===== config.mk =====
export PLATFORM = sky130hd
export DESIGN_NAME = cpu_axi_bridge
export DESIGN_NICKNAME = d
export VERILOG_FILES = /design/src/rtl/cpu_axi_bridge.sv
export SDC_FILE = /design/constraint.sdc
export NUM_CORES = 1
export LEC_CHECK = 0
export ABC_AREA = 1
export CORE_AREA = 2 2 164 166
export CTS_CLUSTER_SIZE = 16
export DETAILED_ROUTE_END_ITERATION = 16
export DIE_AREA = 0 0 166 168
export HOLD_SLACK_MARGIN = 0.02
export PLACE_DENSITY_LB_ADDON = 0.15
export REMOVE_ABC_BUFFERS = 1
export SLEW_MARGIN = 25
export SYNTH_ARGS = -nofsm -noshare
export SYNTH_HDL_FRONTEND = slang
export SYNTH_SLANG_ARGS = --single-unit

===== constraint.sdc =====
create_clock -name clk -period 3.1 [get_ports clk]
set_clock_uncertainty 0.1 [all_clocks]
set_input_delay 0.31 -clock clk [delete_from_list [all_inputs] [get_ports clk]]
set_output_delay 0.31 -clock clk [all_outputs]
set_load 0.01 [all_outputs]

===== src/rtl/cpu_axi_bridge.sv =====
// CPU-to-AXI3 bridge: merges the instruction and data SRAM-like ports onto
// one AXI3 master with multiple outstanding reads per port and multiple
// outstanding writes, fair AR arbitration and back-to-back issue.
//
// Ports:
//   clk, resetn                   clock, asynchronous active-low reset
//   inst_sram_*                   instruction port (reads only)
//   data_sram_*                   data port (reads and writes)
//   ar*/r*/aw*/w*/b*              AXI3 master channels
module cpu_axi_bridge #(
    parameter int unsigned DATA_W = 32,
    parameter int unsigned ID_W   = 4,
    parameter int unsigned MAX_RD = 4,
    parameter int unsigned MAX_WR = 4
) (
    input  logic                  clk,
    input  logic                  resetn,

    input  logic                  inst_sram_req,
    input  logic                  inst_sram_wr,
    input  logic [2:0]            inst_sram_size,
    input  logic [31:0]           inst_sram_addr,
    input  logic [DATA_W/8-1:0]   inst_sram_wstrb,
    input  logic [DATA_W-1:0]     inst_sram_wdata,
    output logic                  inst_sram_addr_ok,
    output logic                  inst_sram_data_ok,
    output logic [DATA_W-1:0]     inst_sram_rdata,

    input  logic                  data_sram_req,
    input  logic                  data_sram_wr,
    input  logic [2:0]            data_sram_size,
    input  logic [31:0]           data_sram_addr,
    input  logic [DATA_W/8-1:0]   data_sram_wstrb,
    input  logic [DATA_W-1:0]     data_sram_wdata,
    output logic                  data_sram_addr_ok,
    output logic                  data_sram_data_ok,
    output logic [DATA_W-1:0]     data_sram_rdata,

    output logic [ID_W-1:0]       arid,
    output logic [31:0]           araddr,
    output logic [3:0]            arlen,
    output logic [2:0]            arsize,
    output logic [1:0]            arburst,
    output logic [1:0]            arlock,
    output logic [3:0]            arcache,
    output logic [2:0]            arprot,
    output logic                  arvalid,
    input  logic                  arready,

    input  logic [ID_W-1:0]       rid,
    input  logic [DATA_W-1:0]     rdata,
    input  logic [1:0]            rresp,
    input  logic                  rlast,
    input  logic                  rvalid,
    output logic                  rready,

    output logic [ID_W-1:0]       awid,
    output logic [31:0]           awaddr,
    output logic [3:0]            awlen,
    output logic [2:0]            awsize,
    output logic [1:0]            awburst,
    output logic [1:0]            awlock,
    output logic [3:0]            awcache,
    output logic [2:0]            awprot,
    output logic                  awvalid,
    input  logic                  awready,

    output logic [ID_W-1:0]       wid,
    output logic [DATA_W-1:0]     wdata,
    output logic [DATA_W/8-1:0]   wstrb,
    output logic                  wlast,
    output logic                  wvalid,
    input  logic                  wready,

    input  logic [ID_W-1:0]       bid,
    input  logic [1:0]            bresp,
    input  logic                  bvalid,
    output logic                  bready
);

    localparam int unsigned STRB_W = DATA_W / 8;
    localparam int unsigned RD_CW  = $clog2(MAX_RD + 1);
    localparam int unsigned WR_CW  = $clog2(MAX_WR + 1);

    // State
    logic [RD_CW-1:0]  ird_cnt_q, ird_cnt_d;
    logic [RD_CW-1:0]  drd_cnt_q, drd_cnt_d;
    logic [WR_CW-1:0]  wr_cnt_q,  wr_cnt_d;
    logic              data_prio_q, data_prio_d;
    logic              arvalid_q, arvalid_d;
    logic [ID_W-1:0]   arid_q, arid_d;
    logic [31:0]       araddr_q, araddr_d;
    logic [2:0]        arsize_q, arsize_d;
    logic              awvalid_q, awvalid_d;
    logic [31:0]       awaddr_q, awaddr_d;
    logic [2:0]        awsize_q, awsize_d;
    logic              wvalid_q, wvalid_d;
    logic [DATA_W-1:0] wdata_q, wdata_d;
    logic [STRB_W-1:0] wstrb_q, wstrb_d;
    logic              rdy_q;
    logic              inst_ok_q, inst_ok_d;
    logic              data_ok_q, data_ok_d;
    logic [DATA_W-1:0] inst_rdata_q, inst_rdata_d;
    logic [DATA_W-1:0] data_rdata_q, data_rdata_d;

    // Decode
    logic ar_free_c, inst_elig_c, data_elig_c;
    logic inst_grant_c, data_grant_c, wr_accept_c;
    logic r_inst_c, r_data_c, b_ret_c;

    // AR slot eligibility, arbitration and write acceptance
    always_comb begin
        ar_free_c    = !arvalid_q || arready;
        inst_elig_c  = inst_sram_req && ar_free_c && (ird_cnt_q < RD_CW'(MAX_RD));
        data_elig_c  = data_sram_req && !data_sram_wr && ar_free_c
                       && (drd_cnt_q < RD_CW'(MAX_RD)) && (wr_cnt_q == '0);
        inst_grant_c = inst_elig_c && (!data_elig_c || !data_prio_q);
        data_grant_c = data_elig_c && (!inst_elig_c || data_prio_q);
        wr_accept_c  = data_sram_req && data_sram_wr
                       && (!awvalid_q || awready) && (!wvalid_q || wready)
                       && (wr_cnt_q < WR_CW'(MAX_WR)) && (drd_cnt_q == '0);
    end

    // Response routing; beats for a port with nothing outstanding are dropped
    always_comb begin
        r_inst_c = rvalid && rdy_q && (rid == ID_W'(0)) && (ird_cnt_q != '0);
        r_data_c = rvalid && rdy_q && (rid == ID_W'(1)) && (drd_cnt_q != '0);
        b_ret_c  = bvalid && rdy_q && (wr_cnt_q != '0);
    end

    // Next-state logic
    always_comb begin
        ird_cnt_d    = ird_cnt_q + RD_CW'(inst_grant_c) - RD_CW'(r_inst_c);
        drd_cnt_d    = drd_cnt_q + RD_CW'(data_grant_c) - RD_CW'(r_data_c);
        wr_cnt_d     = wr_cnt_q + WR_CW'(wr_accept_c) - WR_CW'(b_ret_c);
        data_prio_d  = data_prio_q;
        arvalid_d    = arvalid_q && !arready;
        arid_d       = arid_q;
        araddr_d     = araddr_q;
        arsize_d     = arsize_q;
        awvalid_d    = awvalid_q && !awready;
        awaddr_d     = awaddr_q;
        awsize_d     = awsize_q;
        wvalid_d     = wvalid_q && !wready;
        wdata_d      = wdata_q;
        wstrb_d      = wstrb_q;
        inst_ok_d    = r_inst_c;
        data_ok_d    = r_data_c || b_ret_c;
        inst_rdata_d = inst_rdata_q;
        data_rdata_d = data_rdata_q;

        // Loser of a contended grant wins the next contended one
        if (inst_elig_c && data_elig_c) begin
            data_prio_d = inst_grant_c;
        end
        if (inst_grant_c) begin
            arvalid_d = 1'b1;
            arid_d    = ID_W'(0);
            araddr_d  = inst_sram_addr;
            arsize_d  = inst_sram_size;
        end else if (data_grant_c) begin
            arvalid_d = 1'b1;
            arid_d    = ID_W'(1);
            araddr_d  = data_sram_addr;
            arsize_d  = data_sram_size;
        end
        if (wr_accept_c) begin
            awvalid_d = 1'b1;
            awaddr_d  = data_sram_addr;
            awsize_d  = data_sram_size;
            wvalid_d  = 1'b1;
            wdata_d   = data_sram_wdata;
            wstrb_d   = data_sram_wstrb;
        end
        if (r_inst_c) begin
            inst_rdata_d = rdata;
        end
        if (r_data_c) begin
            data_rdata_d = rdata;
        end
    end

    // State registers
    always_ff @(posedge clk or negedge resetn) begin
        if (!resetn) begin
            ird_cnt_q    <= '0;
            drd_cnt_q    <= '0;
            wr_cnt_q     <= '0;
            data_prio_q  <= 1'b1;
            arvalid_q    <= 1'b0;
            arid_q       <= '0;
            araddr_q     <= '0;
            arsize_q     <= '0;
            awvalid_q    <= 1'b0;
            awaddr_q     <= '0;
            awsize_q     <= '0;
            wvalid_q     <= 1'b0;
            wdata_q      <= '0;
            wstrb_q      <= '0;
            rdy_q        <= 1'b0;
            inst_ok_q    <= 1'b0;
            data_ok_q    <= 1'b0;
            inst_rdata_q <= '0;
            data_rdata_q <= '0;
        end else begin
            ird_cnt_q    <= ird_cnt_d;
            drd_cnt_q    <= drd_cnt_d;
            wr_cnt_q     <= wr_cnt_d;
            data_prio_q  <= data_prio_d;
            arvalid_q    <= arvalid_d;
            arid_q       <= arid_d;
            araddr_q     <= araddr_d;
            arsize_q     <= arsize_d;
            awvalid_q    <= awvalid_d;
            awaddr_q     <= awaddr_d;
            awsize_q     <= awsize_d;
            wvalid_q     <= wvalid_d;
            wdata_q      <= wdata_d;
            wstrb_q      <= wstrb_d;
            rdy_q        <= 1'b1;
            inst_ok_q    <= inst_ok_d;
            data_ok_q    <= data_ok_d;
            inst_rdata_q <= inst_rdata_d;
            data_rdata_q <= data_rdata_d;
        end
    end

    // Outputs
    assign inst_sram_addr_ok = inst_grant_c;
    assign data_sram_addr_ok = data_grant_c || wr_accept_c;
    assign inst_sram_data_ok = inst_ok_q;
    assign data_sram_data_ok = data_ok_q;
    assign inst_sram_rdata   = inst_rdata_q;
    assign data_sram_rdata   = data_rdata_q;

    assign arid    = arid_q;
    assign araddr  = araddr_q;
    assign arlen   = 4'd0;
    assign arsize  = arsize_q;
    assign arburst = 2'b01;
    assign arlock  = 2'b00;
    assign arcache = 4'd0;
    assign arprot  = 3'd0;
    assign arvalid = arvalid_q;
    assign rready  = rdy_q;

    assign awid    = ID_W'(1);
    assign awaddr  = awaddr_q;
    assign awlen   = 4'd0;
    assign awsize  = awsize_q;
    assign awburst = 2'b01;
    assign awlock  = 2'b00;
    assign awcache = 4'd0;
    assign awprot  = 3'd0;
    assign awvalid = awvalid_q;

    assign wid     = ID_W'(1);
    assign wdata   = wdata_q;
    assign wstrb   = wstrb_q;
    assign wlast   = 1'b1;
    assign wvalid  = wvalid_q;
    assign bready  = rdy_q;

    // Inputs that carry no meaning for this bridge
    logic unused_c;
    assign unused_c = ^{inst_sram_wr, inst_sram_wstrb, inst_sram_wdata,
                        rresp, rlast, bid, bresp};

endmodule


==> insert_results.sql, run 1 <==
INSERT INTO impl_metrics (metric_group, metric, value, unit) VALUES
('run_status', 'run_status', 'finished, final reports clean', ''),
('timing', 'rsz_0062_raised_after_global_routing', 'false', ''),
('floorplanning', 'design.core.area', '26350', 'µm²'),
('clocking', 'numClockSinks', '187', ''),
('clocking', 'cts_buffers', '17', ''),
('cells_and_area', 'instances_no_fill', '1546', ''),
('detailed_routing', 'post_drt_via_cell_ratio', '4.573', ''),
('power_and_ir_drop', 'intPower', '6.787', 'mW'),
('worst_setup_path', 'rr_endpoint', 'ird_cnt_q[2]$_DFF_PN0_', ''),
('yosys', 'synthesis.area_per_instance', '9.222', 'µm²'),
('worst_setup_path', 'worst_path_largest_cell_delay', '0.63', 'ns'),
('detailed_routing', 'detail_route.drc_violations', '0', ''),
('grt', 'grtUsageTotal', '19.49', '%'),
('timing', 'timing.final.crit_share', '87.65', '%'),
('grt', 'grt_start_max_net_pins', '83', ''),
('worst_setup_path', 'reg2reg_depth', '11', ''),
('worst_setup_path', 'crit_path_end_kind', 'output pin', ''),
('min_path', 'hold_class', 'in -> reg', ''),
('placed_design', 'place.detailed.hpwl', '17.84', 'mm'),
('run', 'max-cap-violations', '0', ''),
('power_and_ir_drop', 'p_seq_share', '37.6', '%'),
('yosys', 'synth_warn', '0', ''),
('cells_and_area', 'layout_common_cells', 'sky130_fd_sc_hd__clkdlybuf4s50_1 (330), sky130_fd_sc_hd__nand2_1 (212), sky130_fd_sc_hd__dfrtp_1 (186)', ''),
('worst_setup_path', 'crit_path_start_kind', 'flip-flop', ''),
('clocking', 'cts.repair_timing.setup_buffer_count', '0', ''),
('yosys', 'yosys-top-cells-area', 'sky130_fd_sc_hd__dfrtp_1 (57%), sky130_fd_sc_hd__nand2_1 (9.9%), sky130_fd_sc_hd__nand3_1 (6.8%)', ''),
('timing', 'worst_hold_slack', '0.3366', 'ns'),
('power_and_ir_drop', 'irDropWorstVdd', '0.3917', 'mV'),
('power_and_ir_drop', 'clk_pwr_share', '20.2', '%'),
('floorplanning', 'die_w', '166', 'µm'),
('yosys', 'synth_top_cell_area_share', '57.35', '%'),
('worst_setup_path', 'rrSetupSlack', '0.80', 'ns'),
('detailed_routing', 'antenna_violating_nets_post_route', '0', ''),
('placed_design', 'numPlacedInstances', '1513', ''),
('detailed_routing', 'total_number_of_vias', '7070', ''),
('clocking', 'htreeDepth', '4', ''),
('cells_and_area', 'num_antenna_cells', '0', ''),
('floorplanning', 'full_die_area', '27890', 'µm²'),
('grt', 'grt_first_pass_wirelength', '42.60', 'mm'),
('worst_setup_path', 'path_class', 'reg -> out', ''),
('timing', 'totalNegativeSetupSlack', '0', 'ns'),
('clocking', 'clock_latency_reported_for_the_late_side_of_the_worst_skew_pair', '0.43', 'ns'),
('power_and_ir_drop', 'leakagePower', '5.614', 'nW'),
('yosys', 'ys_seq_area_share', '57.68', '%'),
('floorplanning', 'ios', '420', ''),
('worst_setup_path', 'cp_cell_sequence', 'nor2_2 -> nand3_2 -> nor2_4 -> nand2_2 -> buf_4 -> nand2_1 -> clkdlybuf4s50_1', ''),
('min_path', 'holdCritStartpoint', 'data_sram_wdata[31]', ''),
('grt', 'overflow', '0', ''),
('detailed_routing', 'postRouteWirelength', '26.88', 'mm'),
('timing', 'maxClockFrequency', '0.3680', 'GHz'),
('detailed_routing', 'drt_pass1_iterations', '4', ''),
('power_and_ir_drop', 'power_density', '870.9', 'nW/µm²'),
('power_and_ir_drop', 'finalPower', '10.55', 'mW'),
('grt', 'grt_antenna_before_repair', '0', ''),
('floorplanning', 'die_h', '168', 'µm'),
('clocking', 'ctsLongestPathBuffers', '2', ''),
('yosys', 'unique_masters_post_synth', '32', ''),
('placed_design', 'gp_congestion', '0.7582', ''),
('worst_setup_path', 'worstPathMaxFanout', '26', ''),
('timing', 'worst_slew_pin_slew', '0.8955', 'ns'),
('cells_and_area', 'fraction_of_final_layout_cells_with_drive_strength_greater_than_1', '5.892', '%'),
('detailed_routing', 'drtIter0Drc', '372', ''),
('timing', 'max_slew_margin', '40.30', '%'),
('yosys', 'synth.largest_area_cell', 'sky130_fd_sc_hd__dfrtp_1', ''),
('clocking', 'path_clk_slew', '0.08', 'ns'),
('cells_and_area', 'utilization', '45.95', '%'),
('timing', 'total_setup_violations_reported_at_the_end_of_the_flow', '0', ''),
('yosys', 'syn-cell-area', '8115', 'µm²'),
('power_and_ir_drop', 'comb_power_share', '42.1', '%'),
('clocking', 'root_buffer', 'sky130_fd_sc_hd__clkbuf_16', ''),
('cells_and_area', 'most_common_library_cell_in_the_layout_ignoring_fill_and_taps', 'sky130_fd_sc_hd__clkdlybuf4s50_1', '');
## worst max-delay path by stage
stage | startpoint | to | slack [ns] | cells past startpoint
detailed placement | data_sram_req | ird_cnt_q[2]$_DFF_PN0_ | 0.41 | 13
global route | wr_cnt_q[1]$_DFF_PN0_ | data_sram_addr_ok | 0.20 | 7
CTS | wr_cnt_q[2]$_DFF_PN0_ | data_sram_addr_ok | 0.34 | 7
floorplan | wvalid$_DFF_PN0_ | wr_cnt_q[2]$_DFF_PN0_ | -5.55 | 10
global placement | data_sram_req | ird_cnt_q[2]$_DFF_PN0_ | 0.40 | 13
finish | wr_cnt_q[1]$_DFF_PN0_ | data_sram_addr_ok | 0.38 | 7
## registers in the layout, summed over array words and instances (netlist names), 3 cells and up
register and cells:
araddr 32, awaddr 32, data_sram_rdata 32, inst_sram_rdata 32
wdata 32, wstrb 4, arsize 3, awsize 3
drd_cnt_q 3, ird_cnt_q 3, wr_cnt_q 3
## timing repair
item / CTS / global route
hold buffers: 1 / 0
endpoints found under the setup margin: 0 / 0
endpoints found under the hold margin: 77 / 0
gates resized for setup: 0 / 0
## stage by stage
step,worst slack [ns],instance area [µm²]
6_report,0.3827,12110
3_5_place_dp,0.4084,11550
4_1_cts,0.3379,12110
3_3_place_gp,0.4019,11550
2_1_floorplan,-5.552,7627
5_1_grt,0.1974,12110
## cell families (layout without fill, tap and decap cells)
| group | after synthesis | count (layout) | synth area share, % |
|---|---|---|---|
| AND/OR/NAND/NOR | 376 | 376 | 20.43 |
| flip-flops | 187 | 187 | 57.68 |
| XOR/XNOR | 6 | 6 | 0.6477 |
| buffers and inverters | 158 | 442 | 10.59 |
| other | 2 | 43 | 0.09254 |
| AO/OA/AOI/OAI | 142 | 142 | 8.896 |
| adder cells (fa/ha/maj) | 9 | 9 | 1.665 |
## critical path: cells and delay by family, from the launching register on
family | cells | cell delay, ns
buffers and inverters | 2 | 0.87
flip-flops | 1 | 0.42
AND/OR/NAND/NOR | 5 | 0.59
## cell usage after synthesis, drive strengths merged
| library cell | number |
|---|---|
| xor2 | 3 |
| nor2 | 10 |
| conb | 2 |
| clkinv | 1 |
| o21ai | 104 |
| nand3 | 111 |
| fa | 3 |
| or2 | 1 |
| inv | 57 |
| nor3 | 36 |
| nand2 | 217 |
| buf | 84 |
| dfstp | 1 |
| a21oi | 38 |
| dfrtp | 186 |
| ha | 6 |
| xnor2 | 3 |
| nor3b | 1 |
| clkbuf | 16 |
## power groups by stage
stage	clock (mW)	combinational, mW	sequential [mW]
floorplan	0	1.34	4.39
global placement	0	4.48	3.98
detailed placement	0	4.52	4.01
CTS	2.20	4.52	3.98
global route	2.31	4.86	4.10
finish	2.14	4.44	3.97
## final cells by class
| cell class | count | area [µm²] |
|---|---|---|
| clock buffers | 20 | 436.7 |
| clock inverters | 12 | 111.4 |
| fillers | 2596 | 14240 |
| inverters | 58 | 217.7 |
| multi-input cells | 576 | 2746 |
| flip-flops and latches | 187 | 4681 |
| well taps | 341 | 426.7 |
| repair buffers | 352 | 3490 |
## per-layer routing
metal,up-vias,wire length (µm),global-route usage (%)
met1,3395,12280,26.52
met2,274,12150,30.02
li1,3388,-,-
met5,-,0,0
met3,13,2196,7.123
met4,0,255,3.970
Power figures use the tool's default switching activity.
==> run 2, diff against run 1 <==
- GPL_TIMING_DRIVEN: not set -> 0
- clock period: 3.1 -> 2.75 ns (I/O delays scaled with it)
==> run 2 against run 1 <==
Register-to-register slack got worse by 0.64 ns. Flip-flop and latch count unchanged. Cell area increased by 3.9%. Largest power group unchanged. Clock power grew 16%. Via count up 4.3%. Setup slack worse by 0.27 ns. Combinational power is 22% higher. Die area unchanged.
==> insert_results.sql, run 2 (synthesis gave the netlist of run 1 again) <==
INSERT INTO impl_metrics (metric_group, metric, value, unit) VALUES
('floorplanning', 'design.core.area', '26350', 'µm²'),
('floorplanning', 'die_w', '166', 'µm'),
('timing', 'maxSlewViolCount', '0', ''),
('power_and_ir_drop', 'leakagePower', '5.822', 'nW'),
('floorplanning', 'standard_cell_rows', '60', ''),
('timing', 'post-route-min-period', '2.633', 'ns'),
('grt', 'globalRouteMet3Util', '7.311', '%'),
('cells_and_area', 'final_nets', '1417', ''),
('grt', 'overflow', '0', ''),
('worst_setup_path', 'reg2reg_depth', '12', ''),
('run', 'max-cap-violations', '0', ''),
('clocking', 'root_buffer', 'sky130_fd_sc_hd__clkbuf_16', ''),
('clocking', 'path_clk_slew', '0.08', 'ns'),
('detailed_routing', 'routedWlPerCell', '19.39', 'µm'),
('floorplanning', 'die_h', '168', 'µm'),
('cells_and_area', 'post-route-cell-area', '12580', 'µm²'),
('worst_setup_path', 'path_class', 'reg -> out', ''),
('placed_design', 'placed_cell_area', '11680', 'µm²'),
('clocking', 'ctsLongestPathBuffers', '2', ''),
('cells_and_area', 'syn2layout_area_growth', '55.06', '%'),
('floorplanning', 'initial_core_util', '30.80', '%'),
('timing', 'total_setup_violations_reported_at_the_end_of_the_flow', '0', ''),
('cells_and_area', 'num_antenna_cells', '0', ''),
('timing', 'rsz_0062_raised_after_global_routing', 'true', ''),
('clocking', 'numClockSinks', '187', ''),
('detailed_routing', 'total_number_of_vias', '7376', ''),
('detailed_routing', 'antenna_violating_nets_post_route', '0', ''),
('grt', 'first_global_vias', '7399', ''),
('run_status', 'run_status', 'finished, final reports clean', ''),
('timing', 'finalWorstSetupSlack', '0.1171', 'ns'),
('floorplanning', 'full_die_area', '27890', 'µm²'),
('grt', 'use_met2', '34.62', '%'),
('grt', 'grt_first_pass_wirelength', '46.46', 'mm'),
('cells_and_area', 'fillerInstances', '2536', ''),
('worst_setup_path', 'worst-endpoint-arrival', '2.26', 'ns'),
('placed_design', 'post-place-ws', '-1.739', 'ns'),
('clocking', 'htreeDepth', '4', ''),
('floorplanning', 'ios', '420', ''),
('cells_and_area', 'utilization', '47.75', '%'),
('worst_setup_path', 'crit_path_end_kind', 'output pin', ''),
('timing', 'maxClockFrequency', '0.3798', 'GHz'),
('timing', 'worst_slew_pin_slew', '0.8089', 'ns'),
('placed_design', 'io_buffer_count', '331', ''),
('detailed_routing', 'drt_pass1_iterations', '5', ''),
('grt', 'grt.met1_usage', '28.96', '%'),
('min_path', 'hold_class', 'in -> async', ''),
('placed_design', 'gp_congestion', '0.7302', ''),
('cells_and_area', 'most_common_library_cell_in_the_layout_ignoring_fill_and_taps', 'sky130_fd_sc_hd__clkdlybuf4s50_1', ''),
('detailed_routing', 'postRouteWirelength', '30.32', 'mm'),
('clocking', 'clock_latency_reported_for_the_late_side_of_the_worst_skew_pair', '0.43', 'ns'),
('worst_setup_path', 'worst_setup_path_endpoint', 'data_sram_addr_ok', ''),
('detailed_routing', 'drtIter0Drc', '511', ''),
('clocking', 'cts_buffers', '17', ''),
('detailed_routing', 'detail_route.drc_violations', '0', ''),
('worst_setup_path', 'worstPathMaxFanout', '28', ''),
('grt', 'grt_start_max_net_pins', '86', ''),
('timing', 'max_slew_margin', '46.07', '%'),
('worst_setup_path', 'rr_endpoint', 'drd_cnt_q[2]$_DFF_PN0_', ''),
('grt', 'grtUsageTotal', '21.82', '%'),
('grt', 'grt_antenna_before_repair', '1', ''),
('cells_and_area', 'layout_common_cells', 'sky130_fd_sc_hd__clkdlybuf4s50_1 (329), sky130_fd_sc_hd__nand2_1 (211), sky130_fd_sc_hd__dfrtp_1 (186)', ''),
('placed_design', 'place.detailed.hpwl', '18.32', 'mm'),
('power_and_ir_drop', 'irDropWorstVdd', '0.5045', 'mV'),
('detailed_routing', 'post_drt_via_cell_ratio', '4.716', ''),
('worst_setup_path', 'rrSetupSlack', '0.16', 'ns'),
('worst_setup_path', 'critical_path.reg2reg.startpoint', 'ird_cnt_q[2]$_DFF_PN0_', ''),
('worst_setup_path', 'worst_setup_path_start', 'wvalid$_DFF_PN0_', ''),
('power_and_ir_drop', 'power_density', '983.0', 'nW/µm²'),
('worst_setup_path', 'crit_path_start_kind', 'flip-flop', ''),
('clocking', 'cts_tree', 'done', ''),
('timing', 'worst_hold_slack', '0.1803', 'ns'),
('grt', 'grt_busiest_layer', 'met2', ''),
('worst_setup_path', 'cp_data_required_time', '2.38', 'ns'),
('timing', 'timing.final.crit_share', '95.74', '%'),
('cells_and_area', 'fraction_of_final_layout_cells_with_drive_strength_greater_than_1', '7.850', '%'),
('timing', 'final-hold-violation-count', '0', '');
run 2: layer usage:
metal  routed length [µm]  share of wire, %
met4                  380               1.3
met2                14160                47
met3                 2621               8.6
met1                13160                43
met5                    0                 0
run 2: worst max-delay path: stages, from the launching register on:
cell and delay (ns):
sky130_fd_sc_hd__dfrtp_1 0.38, sky130_fd_sc_hd__inv_1 0.07, sky130_fd_sc_hd__nor2_1 0.06, sky130_fd_sc_hd__nor3b_4 0.22
sky130_fd_sc_hd__buf_6 0.16, sky130_fd_sc_hd__nand2_8 0.11, sky130_fd_sc_hd__buf_16 0.20, sky130_fd_sc_hd__nand2_1 0.07
sky130_fd_sc_hd__clkdlybuf4s50_1 0.54
run 2: final cells by class:
cell class | count | area [µm²] | area share, %
Clock buffer | 20 | 456.7 | 3.629
Clock inverter | 12 | 123.9 | 0.9844
Inverter | 58 | 217.7 | 1.730
Multi-Input combinational cell | 585 | 2930 | 23.29
Sequential cell | 187 | 4681 | 37.20
Tap cell | 341 | 426.7 | 3.391
Timing Repair Buffer | 361 | 3747 | 29.78
run 2: how the worst min path moves through the flow:
stage                               from               endpoint  slack [ns]
floorplan                         resetn  araddr[0]$_DFFE_PN0P_       -0.12
global placement    wdata[1]$_DFFE_PN0P_   wdata[1]$_DFFE_PN0P_        0.35
detailed placement                resetn  wdata[27]$_DFFE_PN0P_        0.03
CTS                               resetn  wdata[27]$_DFFE_PN0P_        0.15
global route                      resetn   wstrb[3]$_DFFE_PN0P_        0.18
finish                            resetn   wstrb[3]$_DFFE_PN0P_        0.18
run 2: repair_timing:
item	in CTS	in global routing
pin swaps	9	2
endpoints found under the setup margin	47	3
cloned	10	1
buffers inserted	9	2
resized for setup	12	3
endpoints found under the hold margin	186	0
hold buffers	1	0
run 2: per-stage QoR:
stage / total power, mW / instances / setup TNS [ns]
finish: 12.37 / 1564 / 0
global route: 13.17 / 1564 / -0.01827
CTS: 12.52 / 1561 / 0
detailed placement: 9.688 / 1509 / -40.33
global placement: 9.472 / 1493 / -2353.85
floorplan: 6.463 / 821 / -358.98
run 2: power by group:
part           leakage [nW]  switching [mW]  internal, mW  total, mW
Sequential             2.31           0.616          3.85       4.47
Clock                 0.282            1.22          1.26       2.48
Combinational          3.23            2.63          2.79       5.43
Total                  5.82            4.47          7.90       12.4
==> run 3, diff against run 2 <==
- SKIP_LAST_GASP: not set -> 1
- clock period: 2.75 -> 2.73 ns (I/O delays scaled with it)
==> run 3 against run 2 <==
Sequential power is essentially flat. Critical path depth is the same. Combinational power grew 0.9%. Flip-flop and latch count is the same. Register-to-register slack is essentially flat. Global-route usage is the same. Non-clock buffer count grew 4. Critical path type unchanged. Cell count grew 0.26%. Via count shrank 0.45%. Utilization grew 0.10 points.
==> insert_results.sql, run 3 (synthesis gave the netlist of run 1 again) <==
INSERT INTO impl_metrics (metric_group, metric, value, unit) VALUES
('run_status', 'run_status', 'finished, final reports clean', ''),
('worst_setup_path', 'worst_setup_path_start', 'wvalid$_DFF_PN0_', ''),
('floorplanning', 'full_die_area', '27890', 'µm²'),
('timing', 'totalNegativeSetupSlack', '0', 'ns'),
('timing', 'total_setup_violations_reported_at_the_end_of_the_flow', '0', ''),
('grt', 'overflow', '0', ''),
('clocking', 'htreeDepth', '4', ''),
('grt', 'grt_start_max_net_pins', '86', ''),
('placed_design', 'place.detailed.hpwl', '18.32', 'mm'),
('cells_and_area', 'most_common_library_cell_in_the_layout_ignoring_fill_and_taps', 'sky130_fd_sc_hd__clkdlybuf4s50_1', ''),
('cells_and_area', 'final_nets', '1421', ''),
('floorplanning', 'standard_cell_rows', '60', ''),
('clocking', 'root_buffer', 'sky130_fd_sc_hd__clkbuf_16', ''),
('timing', 'rsz_0062_raised_after_global_routing', 'true', ''),
('timing', 'maxClockFrequency', '0.3798', 'GHz'),
('worst_setup_path', 'crit_path_start_kind', 'flip-flop', ''),
('worst_setup_path', 'cp_data_required_time', '2.36', 'ns'),
('clocking', 'numClockSinks', '187', ''),
('cells_and_area', 'utilization', '47.86', '%'),
('clocking', 'cts_buffers', '17', ''),
('timing', 'finalWorstSetupSlack', '0.09672', 'ns'),
('clocking', 'ctsLongestPathBuffers', '2', ''),
('power_and_ir_drop', 'power_density', '988.4', 'nW/µm²'),
('clocking', 'path_clk_slew', '0.08', 'ns'),
('grt', 'grt_antenna_before_repair', '1', ''),
('detailed_routing', 'drt_pass1_iterations', '5', ''),
('cells_and_area', 'syn2layout_area_growth', '55.40', '%'),
('cells_and_area', 'fraction_of_final_layout_cells_with_drive_strength_greater_than_1', '8.150', '%'),
('floorplanning', 'initial_core_util', '30.80', '%'),
('grt', 'grtUsageTotal', '21.82', '%'),
('detailed_routing', 'postRouteWirelength', '30.36', 'mm'),
('worst_setup_path', 'worstPathMaxFanout', '28', ''),
('power_and_ir_drop', 'irDropWorstVdd', '0.5096', 'mV'),
('cells_and_area', 'layout_common_cells', 'sky130_fd_sc_hd__clkdlybuf4s50_1 (329), sky130_fd_sc_hd__nand2_1 (211), sky130_fd_sc_hd__dfrtp_1 (186)', ''),
('min_path', 'hold_class', 'in -> async', ''),
('timing', 'final-hold-violation-count', '0', ''),
('worst_setup_path', 'critical_path.reg2reg.startpoint', 'ird_cnt_q[1]$_DFF_PN0_', ''),
('floorplanning', 'design.core.area', '26350', 'µm²'),
('timing', 'post-route-min-period', '2.633', 'ns'),
('clocking', 'cts_tree', 'done', ''),
('timing', 'worst_hold_slack', '0.1767', 'ns'),
('placed_design', 'post-place-ws', '-1.757', 'ns'),
('detailed_routing', 'detail_route.drc_violations', '0', ''),
('floorplanning', 'ios', '420', ''),
('power_and_ir_drop', 'leakagePower', '5.850', 'nW'),
('detailed_routing', 'total_number_of_vias', '7343', ''),
('timing', 'max_slew_margin', '46.02', '%'),
('detailed_routing', 'routedWlPerCell', '19.36', 'µm'),
('timing', 'worst_slew_pin_slew', '0.8097', 'ns'),
('timing', 'timing.final.crit_share', '96.46', '%'),
('worst_setup_path', 'reg2reg_depth', '10', ''),
('placed_design', 'io_buffer_count', '331', ''),
('floorplanning', 'die_w', '166', 'µm'),
('placed_design', 'gp_congestion', '0.7302', ''),
('detailed_routing', 'antenna_violating_nets_post_route', '0', ''),
('worst_setup_path', 'crit_path_end_kind', 'output pin', ''),
('timing', 'maxSlewViolCount', '0', ''),
('clocking', 'clock_latency_reported_for_the_late_side_of_the_worst_skew_pair', '0.43', 'ns'),
('worst_setup_path', 'path_class', 'reg -> out', ''),
('cells_and_area', 'num_antenna_cells', '0', ''),
('detailed_routing', 'drtIter0Drc', '479', ''),
('floorplanning', 'die_h', '168', 'µm'),
('detailed_routing', 'post_drt_via_cell_ratio', '4.683', ''),
('worst_setup_path', 'worst-endpoint-arrival', '2.26', 'ns'),
('grt', 'first_global_vias', '7400', ''),
('grt', 'grt_first_pass_wirelength', '46.46', 'mm'),
('run', 'max-cap-violations', '0', '');
## run 3: power by group
group          total, mW  internal, mW  switching (mW)
registers           4.50          3.88           0.618
clock network       2.49          1.26            1.23
logic               5.48          2.82            2.65
## run 3: final cells by class
cell class	instances	area [µm²]
fillers	2535	13740
clock inverters	12	123.9
flip-flops and latches	187	4681
repair buffers	365	3781
multi-input cells	585	2924
well taps	341	426.7
inverters	58	217.7
clock buffers	20	456.7
## run 3: path summary, 6_finish.rpt
path | to | slack [ns]
setup / recovery | data_sram_addr_ok | 0.1
hold / removal | wstrb[3]$_DFFE_PN0P_ | 0.18
setup reg to reg | ird_cnt_q[2]$_DFF_PN0_ | 0.16
hold reg to reg | wdata[3]$_DFFE_PN0P_ | 0.37
max in group asynchronous | data_prio_q$_DFFE_PN1P_ | 1.60
min in group clk | wdata[21]$_DFFE_PN0P_ | 0.29
## run 3: what timing repair did
item,in CTS,in global routing
hold buffers,1,0
gates resized for setup,10,4
cloned,10,1
setup buffers,10,5
setup endpoints to repair,47,5
pin swaps,9,3
endpoints found under the hold margin,186,0
## run 3: critical path, cell delays in order, from the launching register on
cell,delay (ns)
sky130_fd_sc_hd__dfrtp_1,0.38
sky130_fd_sc_hd__inv_1,0.07
sky130_fd_sc_hd__nor2_1,0.06
sky130_fd_sc_hd__nor3b_4,0.22
sky130_fd_sc_hd__buf_6,0.16
sky130_fd_sc_hd__nand2_8,0.11
sky130_fd_sc_hd__buf_16,0.20
sky130_fd_sc_hd__nand2_1,0.07
sky130_fd_sc_hd__clkdlybuf4s50_1,0.53
## run 3: routing by layer
metal / vias up / global-route usage (%) / share of wire [%]
met1: 3557 / 28.95 / 44
met4: 0 / 5.180 / 1.3
met5: - / 0 / 0
met2: 302 / 34.64 / 47
met3: 25 / 7.311 / 8.2
li1: 3459 / - / -
## run 3: through the flow
step / area [µm²] / total power, mW / std cells
finish: 12610 / 12.46 / 1568
global route: 12610 / 13.28 / 1568
CTS: 12550 / 12.61 / 1562
detailed placement: 11680 / 9.759 / 1509
global placement: 11370 / 9.540 / 1493
floorplan: 7627 / 6.510 / 821
